===== src/rtl/seg7_scan_capture.sv =====
// seg7_scan_capture
//   Captures the digits shown on a multiplexed, active-low 4-digit
//   7-segment display and republishes them as a decoded BCD frame.
//
//   Each scanned digit must hold a stable, single-anode pattern for
//   STABLE_CYCLES synchronized samples before it is accepted. When all four
//   digits have been accepted, the frame is published and frame_valid
//   pulses for one cycle.
//
// Parameters
//   STABLE_CYCLES  consecutive identical valid samples to accept (1..255)
//
// Ports
//   clk          system clock, rising edge
//   rst_n        asynchronous active-low reset
//   seg_n[6:0]   active-low segments, bit6=a ... bit0=g
//   an_n[3:0]    active-low anodes, bit k selects digit k
//   bcd_out[15:0] published frame, digit k at [4k+3:4k]
//   blank[3:0]   digit k was all segments off (stored as 0)
//   err[3:0]     digit k was not a decodable pattern (stored as F)
//   frame_valid  one-cycle pulse after a frame is published
//
// Configuration
//   SEG7_HEX_EN  when defined, also decode the A..F glyphs

module seg7_scan_capture #(
    parameter int unsigned STABLE_CYCLES = 4
) (
    input  logic        clk,
    input  logic        rst_n,
    input  logic [6:0]  seg_n,
    input  logic [3:0]  an_n,
    output logic [15:0] bcd_out,
    output logic [3:0]  blank,
    output logic [3:0]  err,
    output logic        frame_valid
);

    localparam logic [7:0] SC = 8'(STABLE_CYCLES);

    // {an_n, seg_n} through a two-flop synchronizer
    logic [10:0] sync1;
    logic [10:0] sync2;
    logic [10:0] last_s;
    logic [7:0]  cnt;
    logic [7:0]  cnt_nxt;

    logic        valid;
    logic [1:0]  idx;
    logic        s_changed;
    logic        accept;

    logic [3:0]  dec_val;
    logic        dec_blank;
    logic        dec_err;

    // Per-digit storage for the frame being assembled
    logic [15:0] slot_val;
    logic [3:0]  slot_blank;
    logic [3:0]  slot_err;
    logic [3:0]  seen;

    // Storage with the incoming digit merged in
    logic [15:0] val_m;
    logic [3:0]  blank_m;
    logic [3:0]  err_m;
    logic [3:0]  seen_m;

    // Exactly one active anode makes a usable sample
    always_comb begin
        valid = 1'b1;
        idx   = 2'd0;
        case (sync2[10:7])
            4'b1110: idx = 2'd0;
            4'b1101: idx = 2'd1;
            4'b1011: idx = 2'd2;
            4'b0111: idx = 2'd3;
            default: valid = 1'b0;
        endcase
    end

    always_comb begin
        dec_val   = 4'hF;
        dec_blank = 1'b0;
        dec_err   = 1'b0;
        case (sync2[6:0])
            7'b0000001: dec_val = 4'h0;
            7'b1001111: dec_val = 4'h1;
            7'b0010010: dec_val = 4'h2;
            7'b0000110: dec_val = 4'h3;
            7'b1001100: dec_val = 4'h4;
            7'b0100100: dec_val = 4'h5;
            7'b0100000: dec_val = 4'h6;
            7'b0001111: dec_val = 4'h7;
            7'b0000000: dec_val = 4'h8;
            7'b0000100: dec_val = 4'h9;
`ifdef SEG7_HEX_EN
            7'b0001000: dec_val = 4'hA;
            7'b1100000: dec_val = 4'hB;
            7'b0110001: dec_val = 4'hC;
            7'b1000010: dec_val = 4'hD;
            7'b0110000: dec_val = 4'hE;
            7'b0111000: dec_val = 4'hF;
`endif
            7'b1111111: begin
                dec_val   = 4'h0;
                dec_blank = 1'b1;
            end
            default: begin
                dec_val = 4'hF;
                dec_err = 1'b1;
            end
        endcase
    end

    // Counter restarts at 1 whenever the sample differs from the previous
    // edge's sample; acceptance fires only on the transition into SC, so
    // with SC=1 a changed sample still accepts even though cnt already is 1.
    assign s_changed = (sync2 != last_s);

    always_comb begin
        if (!valid)
            cnt_nxt = '0;
        else if (s_changed)
            cnt_nxt = 8'd1;
        else if (cnt < SC)
            cnt_nxt = cnt + 8'd1;
        else
            cnt_nxt = cnt;
    end

    assign accept = valid && (cnt_nxt == SC) && (s_changed || (cnt != SC));

    always_comb begin
        val_m   = slot_val;
        blank_m = slot_blank;
        err_m   = slot_err;
        seen_m  = seen;
        val_m[{idx, 2'b00} +: 4] = dec_val;
        blank_m[idx]             = dec_blank;
        err_m[idx]               = dec_err;
        seen_m[idx]              = 1'b1;
    end

    always_ff @(posedge clk or negedge rst_n) begin
        if (!rst_n) begin
            sync1       <= '0;
            sync2       <= '0;
            last_s      <= '0;
            cnt         <= '0;
            slot_val    <= '0;
            slot_blank  <= '0;
            slot_err    <= '0;
            seen        <= '0;
            bcd_out     <= '0;
            blank       <= '0;
            err         <= '0;
            frame_valid <= 1'b0;
        end else begin
            sync1       <= {an_n, seg_n};
            sync2       <= sync1;
            last_s      <= sync2;
            cnt         <= cnt_nxt;
            frame_valid <= 1'b0;
            if (accept) begin
                slot_val   <= val_m;
                slot_blank <= blank_m;
                slot_err   <= err_m;
                if (seen_m == 4'b1111) begin
                    // Publish uses the merged view so the completing digit
                    // appears in the same frame.
                    bcd_out     <= val_m;
                    blank       <= blank_m;
                    err         <= err_m;
                    seen        <= '0;
                    frame_valid <= 1'b1;
                end else begin
                    seen <= seen_m;
                end
            end
        end
    end

endmodule

===== config.mk =====
export PLATFORM = sky130hd
export DESIGN_NAME = seg7_scan_capture
export DESIGN_NICKNAME = d
export VERILOG_FILES = /design/src/rtl/seg7_scan_capture.sv
export SDC_FILE = /design/constraint.sdc
export NUM_CORES = 1
export LEC_CHECK = 0
export CORE_ASPECT_RATIO = 1.75
export CORE_MARGIN = 1
export CORE_UTILIZATION = 35
export CTS_CLUSTER_SIZE = 30
export DETAILED_ROUTE_END_ITERATION = 12
export PLACE_DENSITY = 0.56
export SYNTH_ARGS = -nofsm -noshare
export SYNTH_HDL_FRONTEND = slang
export SYNTH_SLANG_ARGS = --single-unit
export TNS_END_PERCENT = 20

===== constraint.sdc =====
create_clock -name clk -period 2.5 [get_ports clk]
set_clock_uncertainty 0.15 [all_clocks]
set_input_delay 0.5 -clock clk [delete_from_list [all_inputs] [get_ports clk]]
set_output_delay 0.5 -clock clk [all_outputs]
set_load 0.005 [all_outputs]

==> flow_summary.json <==
{
  "h-tree-depth": 3,
  "synth_cells": 334,
  "grt_max_degree": 49,
  "antenna_cells": 0,
  "final_layout_size_suffix_gt1_frac": 0.222,
  "grt_busiest_layer": "met2",
  "ir_drop_v": 0.000459,
  "rows": 51,
  "die_h_microns": 143,
  "powerDensity_mw_per_mm2": 625,
  "r2r_end": "bcd_out[1]$_DFFE_PN0P_",
  "crit_family": "compound AO/OA/AOI/OAI gates",
  "postSynthAreaPerCell_sq_um": 11.9,
  "gr-usage-all-layers": 0.161,
  "post-synth-top-area-fraction": 0.593,
  "path_buf_inv": 2,
  "die_w_microns": 82.4,
  "synth-seq-cells": 94,
  "r2r_cells": 7,
  "grt_pass1_wl_microns": 13700,
  "leakage_nw": 2.28,
  "cp_cell_sequence": "nor2b_1 > o211ai_1 > a2111o_1 > nor4_4 > buf_4 > buf_12 > mux2_4",
  "cpPeakStageDelay_ns": 0.53,
  "relSlewSlack": 0.663,
  "setup-violations-final": 0,
  "grt_overflow": 0,
  "synthSimpleGateAreaFrac": 0.109,
  "use_met3": 0.0351,
  "regToRegStartpoint": "sync2[8]$_DFF_PN0_",
  "synth_commonest_cells": "dfrtp_1, a21oi_1, inv_1, nor2_1",
  "firstDrtPassIters": 4,
  "arrival_ns": 2.51,
  "synth_fp_nets": 355,
  "finalHoldViolations": 0,
  "route.detailed.drc": 0,
  "hpwl_microns": 6090,
  "critPathCaptureType": "flip-flop",
  "cts_tree": "built",
  "yosysUniqueCellTypes": 46,
  "synth_warnings": 0,
  "muxShareOfSynthArea": 0.0511,
  "period_needed_ns": 2.44,
  "cts.clk_slew.worst_paths_ns": 0.07,
  "whs_path_depth": 0,
  "grt_pass1_vias": 2804,
  "ys.flop_type": "dfrtp_1",
  "syn_to_final_growth_pct": 31.7,
  "start_util": 0.357,
  "synthTopCellsByArea": "dfrtp_1, a21oi_1, mux2_2",
  "max_freq_mhz": 410,
  "synth_compound_area_frac": 0.148,
  "clkSinkCount": 94,
  "dpl_cell_area_sq_mm": 0.00471,
  "synthAdderAreaFrac": 0.0253,
  "yosysTopAreaCell": "dfrtp_1",
  "met1_usage": 0.176,
  "ys_seq_area_frac": 0.593,
  "syn_area_sq_mm": 0.00396,
  "fill_cells": 1038,
  "die_area_sq_mm": 0.0118,
  "vias_per_cell": 5.10,
  "synthArstFlopShare": 1.00,
  "gp_congestion": 0.865,
  "coreArea_sq_mm": 0.0111,
  "hold_start": "sync1[3]$_DFF_PN0_",
  "maxCapViolCount": 0,
  "numCtsBuffers": 9,
  "ant_nets": 0,
  "crit_type": "reg2reg",
  "port_buffers": 37,
  "via_count": 2782,
  "boundaryPins": 38,
  "clock_latency_ns": 0.34,
  "nets": 430,
  "clk_path_buf_depth": 2,
  "design_area_sq_mm": 0.00522,
  "critPathSlowestCell": "a2111o_1",
  "ff2ff_setup_slack_ns": 0.06,
  "met2_usage": 0.289,
  "worst_pin_slew_ns": 0.504,
  "cp.required_ns": 2.57,
  "drt-total-wl_microns": 8670,
  "crit_path_start_kind": "flip-flop",
  "synth_top_family_by_area": "compound AO/OA/AOI/OAI gates",
  "yosysMostFrequentCell": "dfrtp_1",
  "status": "completed",
  "synth_xor_area_frac": 0.0331,
  "finalCritPeriodShare": 0.975,
  "hp-class": "reg2reg",
  "wire_per_inst_microns": 15.9,
  "min_delay_worst_endpoint": "sync2[3]$_DFF_PN0_",
  "antenna_found_initial": 0,
  "instances_no_fill": 546,
  "drv_slew": 0,
  "dp_cells": 520,
  "clock-root-buffer": "clkbuf_16",
  "synth_edf_count": 0,
  "worst-path-max-fanout": 15,
  "drtIter0Drc": 150
}
-- area by class of cell --
cell class,count,area (sq um),share of cell area
clock buffers,9,225,0.0431
clock inverters,7,97.6,0.0187
inverters,23,86.3,0.0165
multi-input cells,201,1530,0.294
flip-flops and latches,94,2360,0.452
well taps,132,165,0.0316
repair buffers,80,752,0.144
-- timing repair --
action                                 4_1_cts  5_1_grt
setup endpoints to repair                    7       32
pin swaps                                    0        7
gates resized for setup                      4       23
gates cloned                                 0        1
hold buffers                                 1        0
buffers inserted                             0        8
endpoints found under the hold margin       11        0
-- routing by layer --
metal	share of wire	vias up
met5	0	-
met2	0.56	41
li1	-	1338
met4	0.021	0
met3	0.027	14
met1	0.39	1389
-- sequential cells by signal (all words and copies together), names as in the netlist --
name / cells
sync1: 11
slot_blank: 4
slot_err: 4
frame_valid: 1
seen: 4
err: 4
cnt: 8
last_s: 11
bcd_out: 16
slot_val: 16
sync2: 11
blank: 4
-- cell families (layout without fill, tap and decap cells) --
logic type | count (synthesis) | in the layout
DFF | 94 | 94
AOI/OAI and AO/OA | 82 | 82
and+or+nand+nor | 77 | 77
buffers and inverters | 39 | 119
muxes | 19 | 19
xor gates and xnor gates | 15 | 15
adders and majority gates | 8 | 8
-- layout by cell type (no fill, tap or decap), types with 3 or more instances in the layout --
master            n
a21oi_1          23
a22o_1            8
dfrtp_2           6
buf_12            3
o21a_1           12
ha_1              5
clkdlybuf4s50_1  36
dfrtp_1          88
nand2_1           9
o221ai_1         12
mux2i_1           9
buf_4            38
nand3_1           6
nand4_1           3
nor2b_1           5
o2bb2ai_1         8
o22ai_1           3
xnor2_1          11
inv_1            21
nor2_1           20
clkbuf_16        10
nor3_1            6
and4_1            3
mux2_2            8
and2_1            5
-- worst max-delay path by stage --
stage                                    from                 endpoint  depth (start not counted)
final                      sync2[8]$_DFF_PN0_   bcd_out[1]$_DFFE_PN0P_                          7
after global routing       sync2[4]$_DFF_PN0_     blank[1]$_DFFE_PN0P_                          9
after CTS                  sync2[4]$_DFF_PN0_   bcd_out[1]$_DFFE_PN0P_                          6
after detailed placement   sync2[8]$_DFF_PN0_   bcd_out[1]$_DFFE_PN0P_                          8
after global placement    sync2[10]$_DFF_PN0_   bcd_out[1]$_DFFE_PN0P_                          8
after floorplan            sync2[6]$_DFF_PN0_  bcd_out[14]$_DFFE_PN0P_                          8
-- where the power goes --
| group | total (mW) | switching [mW] | internal [mW] |
|---|---|---|---|
| registers | 1.58 | 0.0268 | 1.55 |
| clock network | 1.48 | 0.599 | 0.879 |
| logic | 0.208 | 0.113 | 0.0952 |
-- metrics by stage --
step                hold WS (ns)  setup TNS (ns)  power, mW  utilization  setup slack (ns)
floorplan                 0.0544               0       1.68            -            0.0751
global placement           0.182               0       1.79        0.424            0.0102
detailed placement         0.186          -0.102       1.79        0.424           -0.0484
CTS                        0.199        -0.00248       3.28        0.455          -0.00248
global route               0.205         -0.0811       3.38        0.470           -0.0255
finish                     0.199               0       3.26        0.470            0.0633
No activity file was read; power rests on OpenSTA's default activity.
